$ cat src/rtl/mem_arbiter.sv
// Two-requester memory port arbiter for the RV32I core. It shares one downstream port between
// instruction fetch and data access, uses round-robin for ties and has a watchdog for hung transactions.
module mem_arbiter #(
    parameter int unsigned TIMEOUT_CYCLES = 1024,
    parameter int unsigned CNT_WIDTH      = 16
) (
    input  logic        clk,
    input  logic        rst,
    input  logic        i_read,
    input  logic [31:0] i_address,
    output logic [31:0] i_rdata,
    output logic        i_resp,
    input  logic        d_read,
    input  logic        d_write,
    input  logic [3:0]  d_byte_enable,
    input  logic [31:0] d_address,
    input  logic [31:0] d_wdata,
    output logic [31:0] d_rdata,
    output logic        d_resp,
    output logic        mem_read,
    output logic        mem_write,
    output logic [3:0]  mem_byte_enable,
    output logic [31:0] mem_address,
    output logic [31:0] mem_wdata,
    input  logic        mem_resp,
    input  logic [31:0] mem_rdata,
    output logic        busy,
    output logic        timeout_err
);

    typedef enum logic [1:0] {
        IDLE    = 2'b00,
        SERVE_I = 2'b01,
        SERVE_D = 2'b10
    } state_t;

    localparam logic [CNT_WIDTH-1:0] TMO_LIMIT = TIMEOUT_CYCLES[CNT_WIDTH-1:0];
    localparam logic [CNT_WIDTH-1:0] CNT_ONE   = {{(CNT_WIDTH-1){1'b0}}, 1'b1};
    localparam logic                 WDG_EN    = (TIMEOUT_CYCLES != 32'd0);

    state_t               state_r;
    state_t               state_s;
    logic                 last_d_r;
    logic [CNT_WIDTH-1:0] cnt_r;
    logic                 timeout_r;
    logic                 mem_read_r;
    logic                 mem_write_r;
    logic [3:0]           mem_be_r;
    logic [31:0]          mem_addr_r;
    logic [31:0]          mem_wdata_r;
    logic                 d_req_s;
    logic                 grant_i_s;
    logic                 grant_d_s;
    logic                 done_s;
    logic                 serving_s;
    logic                 stall_s;

    // Arbitration and next-state decode
    always_comb begin
        state_s   = state_r;
        grant_i_s = 1'b0;
        grant_d_s = 1'b0;
        done_s    = 1'b0;
        serving_s = 1'b0;
        d_req_s   = d_read | d_write;
        case (state_r)
            IDLE: begin
                // On a tie, D wins unless D was the side served last.
                if (d_req_s && (!i_read || !last_d_r)) begin
                    grant_d_s = 1'b1;
                    state_s   = SERVE_D;
                end else if (i_read) begin
                    grant_i_s = 1'b1;
                    state_s   = SERVE_I;
                end else begin
                    state_s = IDLE;
                end
            end
            SERVE_I, SERVE_D: begin
                serving_s = 1'b1;
                if (mem_resp) begin
                    done_s  = 1'b1;
                    state_s = IDLE;
                end else begin
                    state_s = state_r;
                end
            end
            default: begin
                done_s  = 1'b1;
                state_s = IDLE;
            end
        endcase
        stall_s = serving_s & ~mem_resp;
    end

    // State register
    always_ff @(posedge clk or negedge rst) begin
        if (!rst) begin
            state_r <= IDLE;
        end else begin
            state_r <= state_s;
        end
    end

    // Downstream request latch, held for the whole transaction
    always_ff @(posedge clk or negedge rst) begin
        if (!rst) begin
            mem_read_r  <= 1'b0;
            mem_write_r <= 1'b0;
            mem_be_r    <= 4'b0000;
            mem_addr_r  <= 32'h0000_0000;
            mem_wdata_r <= 32'h0000_0000;
            last_d_r    <= 1'b0;
        end else if (grant_i_s) begin
            mem_read_r  <= 1'b1;
            mem_write_r <= 1'b0;
            mem_be_r    <= 4'b0000;
            mem_addr_r  <= i_address;
            mem_wdata_r <= 32'h0000_0000;
            last_d_r    <= 1'b0;
        end else if (grant_d_s) begin
            // A simultaneous read+write request is issued as a write.
            mem_read_r  <= ~d_write;
            mem_write_r <= d_write;
            mem_be_r    <= d_byte_enable;
            mem_addr_r  <= d_address;
            mem_wdata_r <= d_wdata;
            last_d_r    <= 1'b1;
        end else if (done_s) begin
            mem_read_r  <= 1'b0;
            mem_write_r <= 1'b0;
        end else begin
            mem_read_r  <= mem_read_r;
            mem_write_r <= mem_write_r;
        end
    end

    // Watchdog: counts stalled cycles, saturates at the limit, flag is sticky until reset
    always_ff @(posedge clk or negedge rst) begin
        if (!rst) begin
            cnt_r     <= {CNT_WIDTH{1'b0}};
            timeout_r <= 1'b0;
        end else begin
            if (grant_i_s || grant_d_s) begin
                cnt_r <= {CNT_WIDTH{1'b0}};
            end else if (stall_s && (cnt_r != TMO_LIMIT)) begin
                cnt_r <= cnt_r + CNT_ONE;
            end else begin
                cnt_r <= cnt_r;
            end
            if (WDG_EN && stall_s && (cnt_r == (TMO_LIMIT - CNT_ONE))) begin
                timeout_r <= 1'b1;
            end else begin
                timeout_r <= timeout_r;
            end
        end
    end

    // Responses pass straight through to the granted side only
    assign i_resp          = (state_r == SERVE_I) & mem_resp;
    assign d_resp          = (state_r == SERVE_D) & mem_resp;
    assign i_rdata         = i_resp ? mem_rdata : 32'h0000_0000;
    assign d_rdata         = d_resp ? mem_rdata : 32'h0000_0000;
    assign busy            = serving_s;
    assign timeout_err     = timeout_r;
    assign mem_read        = mem_read_r;
    assign mem_write       = mem_write_r;
    assign mem_byte_enable = mem_be_r;
    assign mem_address     = mem_addr_r;
    assign mem_wdata       = mem_wdata_r;

endmodule

$ cat config.mk
export PLATFORM = sky130hd
export DESIGN_NAME = mem_arbiter
export DESIGN_NICKNAME = d
export VERILOG_FILES = /design/src/rtl/mem_arbiter.sv
export SDC_FILE = /design/constraint.sdc
export NUM_CORES = 1
export LEC_CHECK = 0
export CAP_MARGIN = 20
export CORE_MARGIN = 8
export CORE_UTILIZATION = 39
export DETAILED_ROUTE_END_ITERATION = 10
export GPL_TIMING_DRIVEN = 0
export PLACE_DENSITY = 0.86
export SETUP_SLACK_MARGIN = 0.4
export SYNTH_ARGS = -nofsm -noshare
export SYNTH_HDL_FRONTEND = slang
export SYNTH_SLANG_ARGS = --single-unit
$ cat constraint.sdc
create_clock -name clk -period 3.2 [get_ports clk]
set_input_delay 0.32 -clock clk [delete_from_list [all_inputs] [get_ports clk]]
set_output_delay 0.32 -clock clk [all_outputs]
set_load 0.05 [all_outputs]
==> results.cfg, run 1 <==
[outcome]
run_status = complete, no violations

[grt]
grt_pass1_wl_um = 26900
largest_net_degree_at_the_start_of_global_routing = 75
number_of_antenna_violations_at_the_first_check_in_global_routing = 0
global_route.usage.total_pct = 23.6
grt.overflow.total = 0
first_global_vias = 4815

[critical_path]
type_of_the_worst_setup_path = in2out
critical_path.max_fanout = 10
worstPathBufferInverterCount = 4
most_common_cell_on_crit_path = sky130_fd_sc_hd__clkbuf_1
r2r_start = state_r[0]
arrival_ns = 2.41
cpPeakStageDelay_ns = 0.65
critPathTopFamily = buffers and inverters
timing.critical_path.to_type = primary output
crit_chain = clkdlybuf4s50_1 -> clkbuf_1 -> clkbuf_1 -> and3_1 -> dlygate4sd2_1
setup.worst_path.start_class = input port
r2r_end = mem_address[4]
critical-path-slowest-cell = sky130_fd_sc_hd__clkdlybuf4s50_1
worstRegToRegCells = 7
crit_required_ns = 2.88
timing.reg2reg.setup_slack_ns = 0.84

[floorplan]
ios = 276
fp.dieArea_um2 = 14400
rows = 38
die_height_um = 120
start_util_pct = 39.4
die_w_um = 120
area_of_the_core_region_um2 = 10700

[synthesis]
synth_area_per_cell_um2 = 10.8
syn-instance-count = 392
yosys.area_share.simple_pct = 17.7
post_synthesis_share_of_cell_area_spent_on_xor_and_xnor_gates_pct = 2.08
yosysSeqAreaShare_pct = 53.4
synth_top_family_by_area = compound AO/OA/AOI/OAI gates
synthAdderAreaFrac_pct = 1.48
synth_compound_gate_area_share_pct = 18.3
mappedNetlistArea_um2 = 4220
postSynthNetCount = 535
synth.yosys.warnings = 0
post_synth_num_cell_types = 39
multiplexer_area_fraction_after_synthesis_pct = 0.237
synth_seq_cells = 90

[cts]
clock_sink_count = 90
worst_setup_hold_path_clk_slew_ns = 0.09
htree_num_levels = 3
tritoncts = built
cts_setup_buffers = 0
cts_buffers = 9
worst_skew_pair.late_latency_ns = 0.36
cts.root.buffer_cell = sky130_fd_sc_hd__clkbuf_8
clock_tree.buffer_depth = 2

[placement]
dpl.hpwl_um = 13700
count_of_buffers_inserted_at_the_top_level_ports = 275
gp_weighted_congestion = 0.914

[sta]
max_slew_margin_pct = 42.8
finalMaxSlewViolations = 0
finalWorstPathRequiredPeriod_ns = 2.73
fin_crit_sh_pct = 85.3
finalHoldViolations = 0
grt_setup_unrepaired = no
totalNegativeSetupSlack_ns = 0
achievable-frequency_mhz = 366
finalClockSkew_ns = 0.0137
finalSetupViolCount = 0
tightest_slew_ns = 0.857

[routing]
drt_pass1_iterations = 7
finalWirelength_um = 17400
route.detailed.vias_per_inst = 5.42
antenna_left = 0
total_number_of_vias = 4471
drc = 0
drtIter0Drc = 363
routedWlPerCell_um = 21.1

[pwr]
pwrdens_nw_per_um2 = 941
totalPowerFinal_mw = 6.97
leakage_nw = 3.89
vdd_drop_max_v = 0.000734

[layout]
areaGrowthSynthToFinish_pct = 75.6
diodes = 0
drive_gt1_share_pct = 5.55
fin_nets = 823
finalCoreUtilization_pct = 69.2

[flow_run]
cap_viol_max_count = 0

[worst_hold_path]
hold_path_class = in2async
==> per-stage QoR <==
step / hold slack, ns / setup slack, ns / area [um2] / cells
after floorplan: 0.0244 / 1.06 / 4220 / 392
after global placement: 0.464 / -1.41 / 7140 / 807
after detailed placement: 0.213 / 0.204 / 7170 / 808
after CTS: 0.375 / 0.415 / 7360 / 825
after global routing: 0.400 / 0.389 / 7400 / 825
final: 0.380 / 0.469 / 7400 / 825
==> cell usage after synthesis (all sizes together) <==
cell    instances  share of area, %
nand4b          2              0.42
buf             1              0.12
a211oi          1              0.30
a222oi         32               7.6
nor2           13               1.2
a31o            2              0.42
nand3           7              0.83
and4            2              0.45
dfrtp          90                53
nand2b          2              0.30
o31ai           1              0.30
nand3b          1              0.18
ha              5               1.5
and3           64               9.5
a21oi           6              0.71
nor4bb          1              0.24
nor2b           1              0.15
o211a           1              0.24
and2            4              0.62
a221o           1              0.24
o21bai          1              0.18
clkbuf         33               2.9
or3             2              0.45
a22o           36               7.5
mux2i           1              0.24
nand2           6              0.53
xor2            6               1.2
or4             2              0.36
o21ai           6              0.71
inv            42               3.7
nor4            6              0.89
nand4           6               1.2
nor3            3              0.36
o211ai          1              0.18
xnor2           4              0.83
==> cells by family (layout without fill, tap and decap cells) <==
kind of cell	count (synthesis)	in the layout
simple gates	122	122
fa+ha+maj	5	5
flops	90	90
compound gates	88	88
mux	1	1
buf+inv	76	369
xor+xnor	10	10
==> final cells by class <==
cell class	count	area (um2)
fill	814	3290
timing repair buffer	277	2790
sequential	90	2250
multi-input combinational	226	1680
tap	140	175
inverter	42	158
clock buffer	10	138
buffer	34	129
clock inverter	6	88.8
==> power breakdown <==
part / switching (mW) / total, mW / internal [mW] / leakage [nW]
logic: 2.86 / 4.28 / 1.43 / 2.63
registers: 0.256 / 1.81 / 1.55 / 1.16
clock network: 0.416 / 0.879 / 0.463 / 0.109
==> worst max path at each step <==
stage | start | end | slack [ns] | cells past startpoint
floorplan | state_r[0] | cnt_r[12] | 1.06 | 7
global placement | rst | mem_address[11] | -1.41 | 1
detailed placement | mem_resp | d_rdata[26] | 0.20 | 5
CTS | state_r[0] | d_rdata[24] | 0.42 | 5
global route | mem_resp | i_rdata[12] | 0.39 | 5
finish | mem_resp | i_rdata[7] | 0.47 | 5
==> registers in the layout, summed over array words and instances, names as in the netlist <==
signal / count
cnt_r: 16
last_d_r: 1
mem_address: 32
mem_byte_enable: 4
mem_read: 1
mem_wdata: 32
mem_write: 1
state_r: 2
timeout_err: 1
==> metal layers <==
layer | wire (um) | track usage (%) | part of all wire [%]
met5 | 0 | 0 | 0
met1 | 6600 | 25.6 | 38
met3 | 1600 | 8.69 | 9.2
met2 | 8920 | 41.6 | 51
met4 | 314 | 7.81 | 1.8
==> cells in the final DEF (no fill, tap or decap), types with 2 or more instances in the layout <==
cell	instances
sky130_fd_sc_hd__a22o_1	36
sky130_fd_sc_hd__xor2_1	6
sky130_fd_sc_hd__dlygate4sd2_1	10
sky130_fd_sc_hd__nor3_1	3
sky130_fd_sc_hd__ha_1	5
sky130_fd_sc_hd__xnor2_1	4
sky130_fd_sc_hd__a31o_2	2
sky130_fd_sc_hd__dfrtp_1	90
sky130_fd_sc_hd__o21ai_0	6
sky130_fd_sc_hd__clkbuf_2	10
sky130_fd_sc_hd__clkinvlp_4	2
sky130_fd_sc_hd__dlymetal6s2s_1	24
sky130_fd_sc_hd__bufinv_16	2
sky130_fd_sc_hd__nor4_1	6
sky130_fd_sc_hd__nand3_1	7
sky130_fd_sc_hd__clkdlybuf4s15_1	20
sky130_fd_sc_hd__nand4b_1	2
sky130_fd_sc_hd__inv_1	42
sky130_fd_sc_hd__and2_1	3
sky130_fd_sc_hd__clkbuf_1	33
sky130_fd_sc_hd__and3_1	64
sky130_fd_sc_hd__clkdlybuf4s50_1	210
sky130_fd_sc_hd__nor2_1	13
sky130_fd_sc_hd__nand2_1	6
sky130_fd_sc_hd__or4_1	2
sky130_fd_sc_hd__a222oi_1	32
sky130_fd_sc_hd__nand2b_1	2
sky130_fd_sc_hd__clkbuf_8	10
sky130_fd_sc_hd__a21oi_1	6
sky130_fd_sc_hd__nand4_1	5
==> timing repair <==
action,CTS,global route
setup endpoints to repair,40,54
pin swaps,0,0
hold buffers,1,0
endpoints found under the hold margin,16,0
gates resized for setup,40,64
Note: power is estimated with default switching activity, not from simulation.
==> run 2, diff against run 1 <==
Settings changed: GPL_TIMING_DRIVEN 0 to 1.
==> run 2 against run 1 <==
Combinational power about the same; via count decreased by 1.8%; first-iteration DRC count is 17% higher; global-route usage down 1.8 points; critical path depth down 1; non-clock buffer count shrank 28; worst hold slack got worse by 0.024 ns; setup slack better by 0.34 ns; clock skew decreased by 0.0026 ns; die area unchanged; power increased by 0.48%.
==> results.cfg, run 2 (same netlist as run 1, synthesis figures left out) <==
[outcome]
run_status = complete, no violations

[sta]
grt_setup_unrepaired = no
achievable-frequency_mhz = 418
tightest_slew_ns = 0.877
finalHoldViolations = 0
totalNegativeSetupSlack_ns = 0
max_slew_margin_pct = 41.5
finalWorstPathRequiredPeriod_ns = 2.39
finalClockSkew_ns = 0.0111
finalMaxSlewViolations = 0
finalSetupViolCount = 0
setup_slack_ns = 0.805
fin_crit_sh_pct = 74.8

[pwr]
switching_share_pct = 49.7
pwr-share-seq_pct = 25.9
leakage_nw = 3.53
pwrdens_nw_per_um2 = 963
internal_power_mw = 3.52
net-switching-power_mw = 3.48
power.share.clock_pct = 13.4
power_frac_comb_pct = 60.8
vdd_drop_max_v = 0.000667

[critical_path]
crit_required_ns = 2.88
worstRegToRegCells = 6
timing.critical_path.to_type = primary output
type_of_the_worst_setup_path = reg2out
setup.worst_path.start_class = flop
critical_path.max_fanout = 33
r2r_start = state_r[1]
timing.reg2reg.setup_slack_ns = 1.04
arrival_ns = 2.07
r2r_end = cnt_r[2]

[flow_run]
cap_viol_max_count = 0

[cts]
worst_skew_pair.late_latency_ns = 0.37
cts_buffers = 9
clock_sink_count = 90
tritoncts = built
htree_num_levels = 3
cts_setup_buffers = 0
clock_tree.buffer_depth = 2
post_cts_resized = 0
worst_setup_hold_path_clk_slew_ns = 0.09
cts_hold_buffers = 0
cts.root.buffer_cell = sky130_fd_sc_hd__clkbuf_8

[floorplan]
fp.dieArea_um2 = 14400
area_of_the_core_region_um2 = 10700
die_w_um = 120
die_height_um = 120
ios = 276
rows = 38
start_util_pct = 39.4

[layout]
fin_nets = 795
mostFrequentLayoutCell = sky130_fd_sc_hd__clkdlybuf4s50_1
drive_gt1_share_pct = 14.9
areaGrowthSynthToFinish_pct = 72.5
post-route-cell-area_um2 = 7270
mostFrequentLayoutCells = sky130_fd_sc_hd__clkdlybuf4s50_1 (208), sky130_fd_sc_hd__dfrtp_1 (90), sky130_fd_sc_hd__buf_4 (66), sky130_fd_sc_hd__and3_1 (64), sky130_fd_sc_hd__inv_1 (42)
diodes = 0

[grt]
largest_net_degree_at_the_start_of_global_routing = 91
global_route.usage.total_pct = 21.7
grt.overflow.total = 0
number_of_antenna_violations_at_the_first_check_in_global_routing = 0
first_global_vias = 4511
grt_pass1_wl_um = 24900

[routing]
finalWirelength_um = 16200
drt_pass1_iterations = 8
total_number_of_vias = 4390
route.detailed.vias_per_inst = 5.52
drtIter0Drc = 425
drc = 0
routedWlPerCell_um = 20.4
antenna_left = 0

[worst_hold_path]
hold_path_class = in2async

[placement]
count_of_buffers_inserted_at_the_top_level_ports = 275
placed_area_um2 = 7000
dpl.hpwl_um = 12400
gp_weighted_congestion = 0.854
worst_slack_at_placement_ns = 1.08
==> run 2: cell count changes in the layout (fill, tap and decap cells not counted), moves of 2 or more <==
cell	delta
sky130_fd_sc_hd__dlymetal6s2s_1	-24
sky130_fd_sc_hd__clkbuf_1	-33
sky130_fd_sc_hd__buf_4	+65
sky130_fd_sc_hd__clkbuf_2	-10
sky130_fd_sc_hd__clkdlybuf4s15_1	-20
sky130_fd_sc_hd__clkdlybuf4s50_1	-2
sky130_fd_sc_hd__dlygate4sd2_1	-10
sky130_fd_sc_hd__buf_12	+7
==> run 2: metal layers <==
metal  GRT usage (%)  up-vias  wire length (um)
met5               0        -                 0
met4            11.4        0               535
met3            7.05       37              1540
met2            37.0      252              8170
met1            23.8     2123              5990
li1                -     1978                 -
==> run 2: worst max-delay path, cell delays in order, from the launching register on <==
cell and delay (ns):
sky130_fd_sc_hd__dfrtp_1 0.39, sky130_fd_sc_hd__inv_1 0.10, sky130_fd_sc_hd__ha_1 0.74, sky130_fd_sc_hd__and3_1 0.27
sky130_fd_sc_hd__buf_4 0.20
==> run 2: cell type report <==
cell class                 count  area (um2)
fill                         794        3420
timing repair buffer         283        2760
inverter                      42         158
clock inverter                 6         115
clock buffer                   9         124
tap                          140         175
multi-input combinational    226        1690
sequential                    90        2250
==> run 2: power groups by stage <==
stage / combinational [mW] / sequential [mW] / clock, mW
floorplan: 1.37 / 3.14 / 0
detailed placement: 4.26 / 1.82 / 0
finish: 4.26 / 1.81 / 0.935
global route: 4.46 / 1.85 / 1.00
CTS: 4.27 / 1.81 / 0.954
global placement: 4.19 / 1.79 / 0
==> run 2: how the worst max path moves through the flow <==
stage,start,endpoint,slack (ns),cells after the start
4_1_cts,state_r[0],d_rdata[12],0.82,4
5_1_grt,state_r[1],i_rdata[19],0.64,4
2_1_floorplan,state_r[0],cnt_r[12],1.06,7
6_report,state_r[1],i_rdata[31],0.81,4
3_3_place_gp,d_write,cnt_r[12],1.13,6
3_5_place_dp,d_write,cnt_r[12],1.08,6
==> run 2: per-stage QoR <==
stage / hold slack [ns] / util [%] / total power, mW / std cells
2_1_floorplan: 0.0244 / - / 4.51 / 392
5_1_grt: 0.382 / 68.0 / 7.32 / 796
3_5_place_dp: 0.483 / 65.4 / 6.08 / 779
6_report: 0.356 / 68.0 / 7.00 / 796
3_3_place_gp: 0.480 / 65.4 / 5.99 / 779
4_1_cts: 0.208 / 67.6 / 7.03 / 794
==> run 3, diff against run 2 <==
Settings changed: CORE_UTILIZATION 39 to 33, PLACE_DENSITY 0.86 to 0.77.
Clock period 3.2 ns to 2.2 ns, I/O delays scaled along.
==> run 3 against run 2 <==
Via count grew 1.8%; critical path depth grew 1; register-to-register slack lost 0.66 ns; sequential share of layout area shrank 4.8 points; design area grew 18%; worst hold slack gained 0.13 ns; utilization grew 0.41 points; non-clock buffer count grew 15.
==> results.cfg, run 3 (same netlist as run 1, synthesis figures left out) <==
[outcome]
run_status = complete, no violations

[pwr]
pwrdens_nw_per_um2 = 1310
totalPowerFinal_mw = 11.3
vdd_drop_max_v = 0.000875
leakage_nw = 3.80

[grt]
grt_pass1_wl_um = 26400
number_of_antenna_violations_at_the_first_check_in_global_routing = 0
grtUsageMet1_pct = 23.2
grtUsageMet2_pct = 34.3
grt.overflow.total = 0
global_route.usage.total_pct = 20.1
first_global_vias = 4780
largest_net_degree_at_the_start_of_global_routing = 91
grt_busiest_layer = met2
globalRouteMet3Util_pct = 6.74

[routing]
total_number_of_vias = 4470
drtIter0Drc = 370
antenna_left = 0
route.detailed.vias_per_inst = 5.30
drc = 0
finalWirelength_um = 17300
drt_pass1_iterations = 9
routedWlPerCell_um = 20.5

[floorplan]
rows = 41
start_util_pct = 33.5
die_height_um = 129
ios = 276
area_of_the_core_region_um2 = 12600
fp.dieArea_um2 = 16700
die_w_um = 129

[layout]
drive_gt1_share_pct = 23.8
mostFrequentLayoutCell = sky130_fd_sc_hd__clkdlybuf4s50_1
mostFrequentLayoutCells = sky130_fd_sc_hd__clkdlybuf4s50_1 (205), sky130_fd_sc_hd__dfrtp_1 (90), sky130_fd_sc_hd__buf_12 (73), sky130_fd_sc_hd__inv_1 (40)
diodes = 0
post-route-cell-area_um2 = 8600
areaGrowthSynthToFinish_pct = 104
n_fill_cell = 875
fin_nets = 810

[placement]
count_of_buffers_inserted_at_the_top_level_ports = 275
gp_weighted_congestion = 0.883
worst_slack_at_placement_ns = 0.291
dpl.hpwl_um = 12600
placed_area_um2 = 7900

[sta]
fin_crit_sh_pct = 83.0
tightest_slew_ns = 0.553
finalHoldViolations = 0
finalMaxSlewViolations = 0
setup_slack_ns = 0.375
grt_setup_unrepaired = yes
max_slew_margin_pct = 63.0
finalClockSkew_ns = 0.00602
finalWorstPathRequiredPeriod_ns = 1.83
achievable-frequency_mhz = 548
totalNegativeSetupSlack_ns = 0
finalSetupViolCount = 0
holdWs_ns = 0.484

[critical_path]
timing.critical_path.to_type = primary output
r2r_end = cnt_r[12]
r2r_start = state_r[0]
crit_required_ns = 1.98
setup.worst_path.start_class = flop
type_of_the_worst_setup_path = reg2out
timing.reg2reg.setup_slack_ns = 0.38
arrival_ns = 1.61
worstRegToRegCells = 6
critical_path.max_fanout = 6

[cts]
cts.root.buffer_cell = sky130_fd_sc_hd__clkbuf_16
clock_sink_count = 90
htree_num_levels = 3
clock_tree.buffer_depth = 2
cts_buffers = 9
tritoncts = built
worst_skew_pair.late_latency_ns = 0.33
worst_setup_hold_path_clk_slew_ns = 0.06

[flow_run]
cap_viol_max_count = 0

[worst_hold_path]
hold_path_class = in2async
-- run 3: changes by cell type in the layout (fill, tap and decap cells not counted), moves of 4 or more --
cell                        before  now
sky130_fd_sc_hd__buf_6           0    4
sky130_fd_sc_hd__and3_4          0   36
sky130_fd_sc_hd__buf_12          7   73
sky130_fd_sc_hd__clkbuf_16       0   11
sky130_fd_sc_hd__clkbuf_8        9    0
sky130_fd_sc_hd__buf_4          66   10
sky130_fd_sc_hd__and3_1         64   28
-- run 3: metrics by stage --
step	std cells	utilization, %
final	844	68.4
after global routing	844	68.4
after CTS	838	66.8
after detailed placement	818	62.9
after global placement	818	62.9
after floorplan	392	-
-- run 3: worst max path at each step --
stage / startpoint / end / slack, ns
3_3_place_gp: i_read / state_r[1] / 0.37
4_1_cts: state_r[1] / i_rdata[30] / 0.39
3_5_place_dp: i_read / mem_wdata[18] / 0.29
5_1_grt: state_r[0] / cnt_r[12] / 0.31
2_1_floorplan: state_r[0] / cnt_r[12] / 0.35
6_report: state_r[0] / d_rdata[31] / 0.37
-- run 3: cell type report --
type	instances	area (um2)	share of cell area, %
timing repair buffer	298	3750	43.6
multi-input combinational	226	1930	22.4
inverter	42	158	1.83
sequential	90	2250	26.2
clock inverter	6	66.3	0.771
tap	172	215	2.50
clock buffer	10	229	2.66
-- run 3: what timing repair did --
item | 4_1_cts | 5_1_grt
buffers inserted | 1 | 3
resized for setup | 29 | 25
setup endpoints to repair | 46 | 79
pin swaps | 1 | 2
hold endpoints to repair | 90 | 0
gates cloned | 2 | 3
hold buffers | 1 | 0
-- run 3: metal layers --
metal	vias to the layer above	part of all wire (%)
li1	2012	-
met1	2177	38
met2	259	50
met3	22	9.5
met4	0	2.1
met5	-	0
-- run 3: power by group --
group,total (mW),switching (mW),leakage [nW],internal (mW)
Combinational,7.13,4.30,2.51,2.82
Sequential,2.64,0.379,1.16,2.26
Clock,1.52,0.636,0.135,0.883
-- run 3: critical path, stage by stage, from the launching register on --
cell	delay [ns]
sky130_fd_sc_hd__dfrtp_1	0.42
sky130_fd_sc_hd__inv_2	0.13
sky130_fd_sc_hd__ha_4	0.23
sky130_fd_sc_hd__clkbuf_16	0.18
sky130_fd_sc_hd__and3_4	0.19
sky130_fd_sc_hd__buf_12	0.13
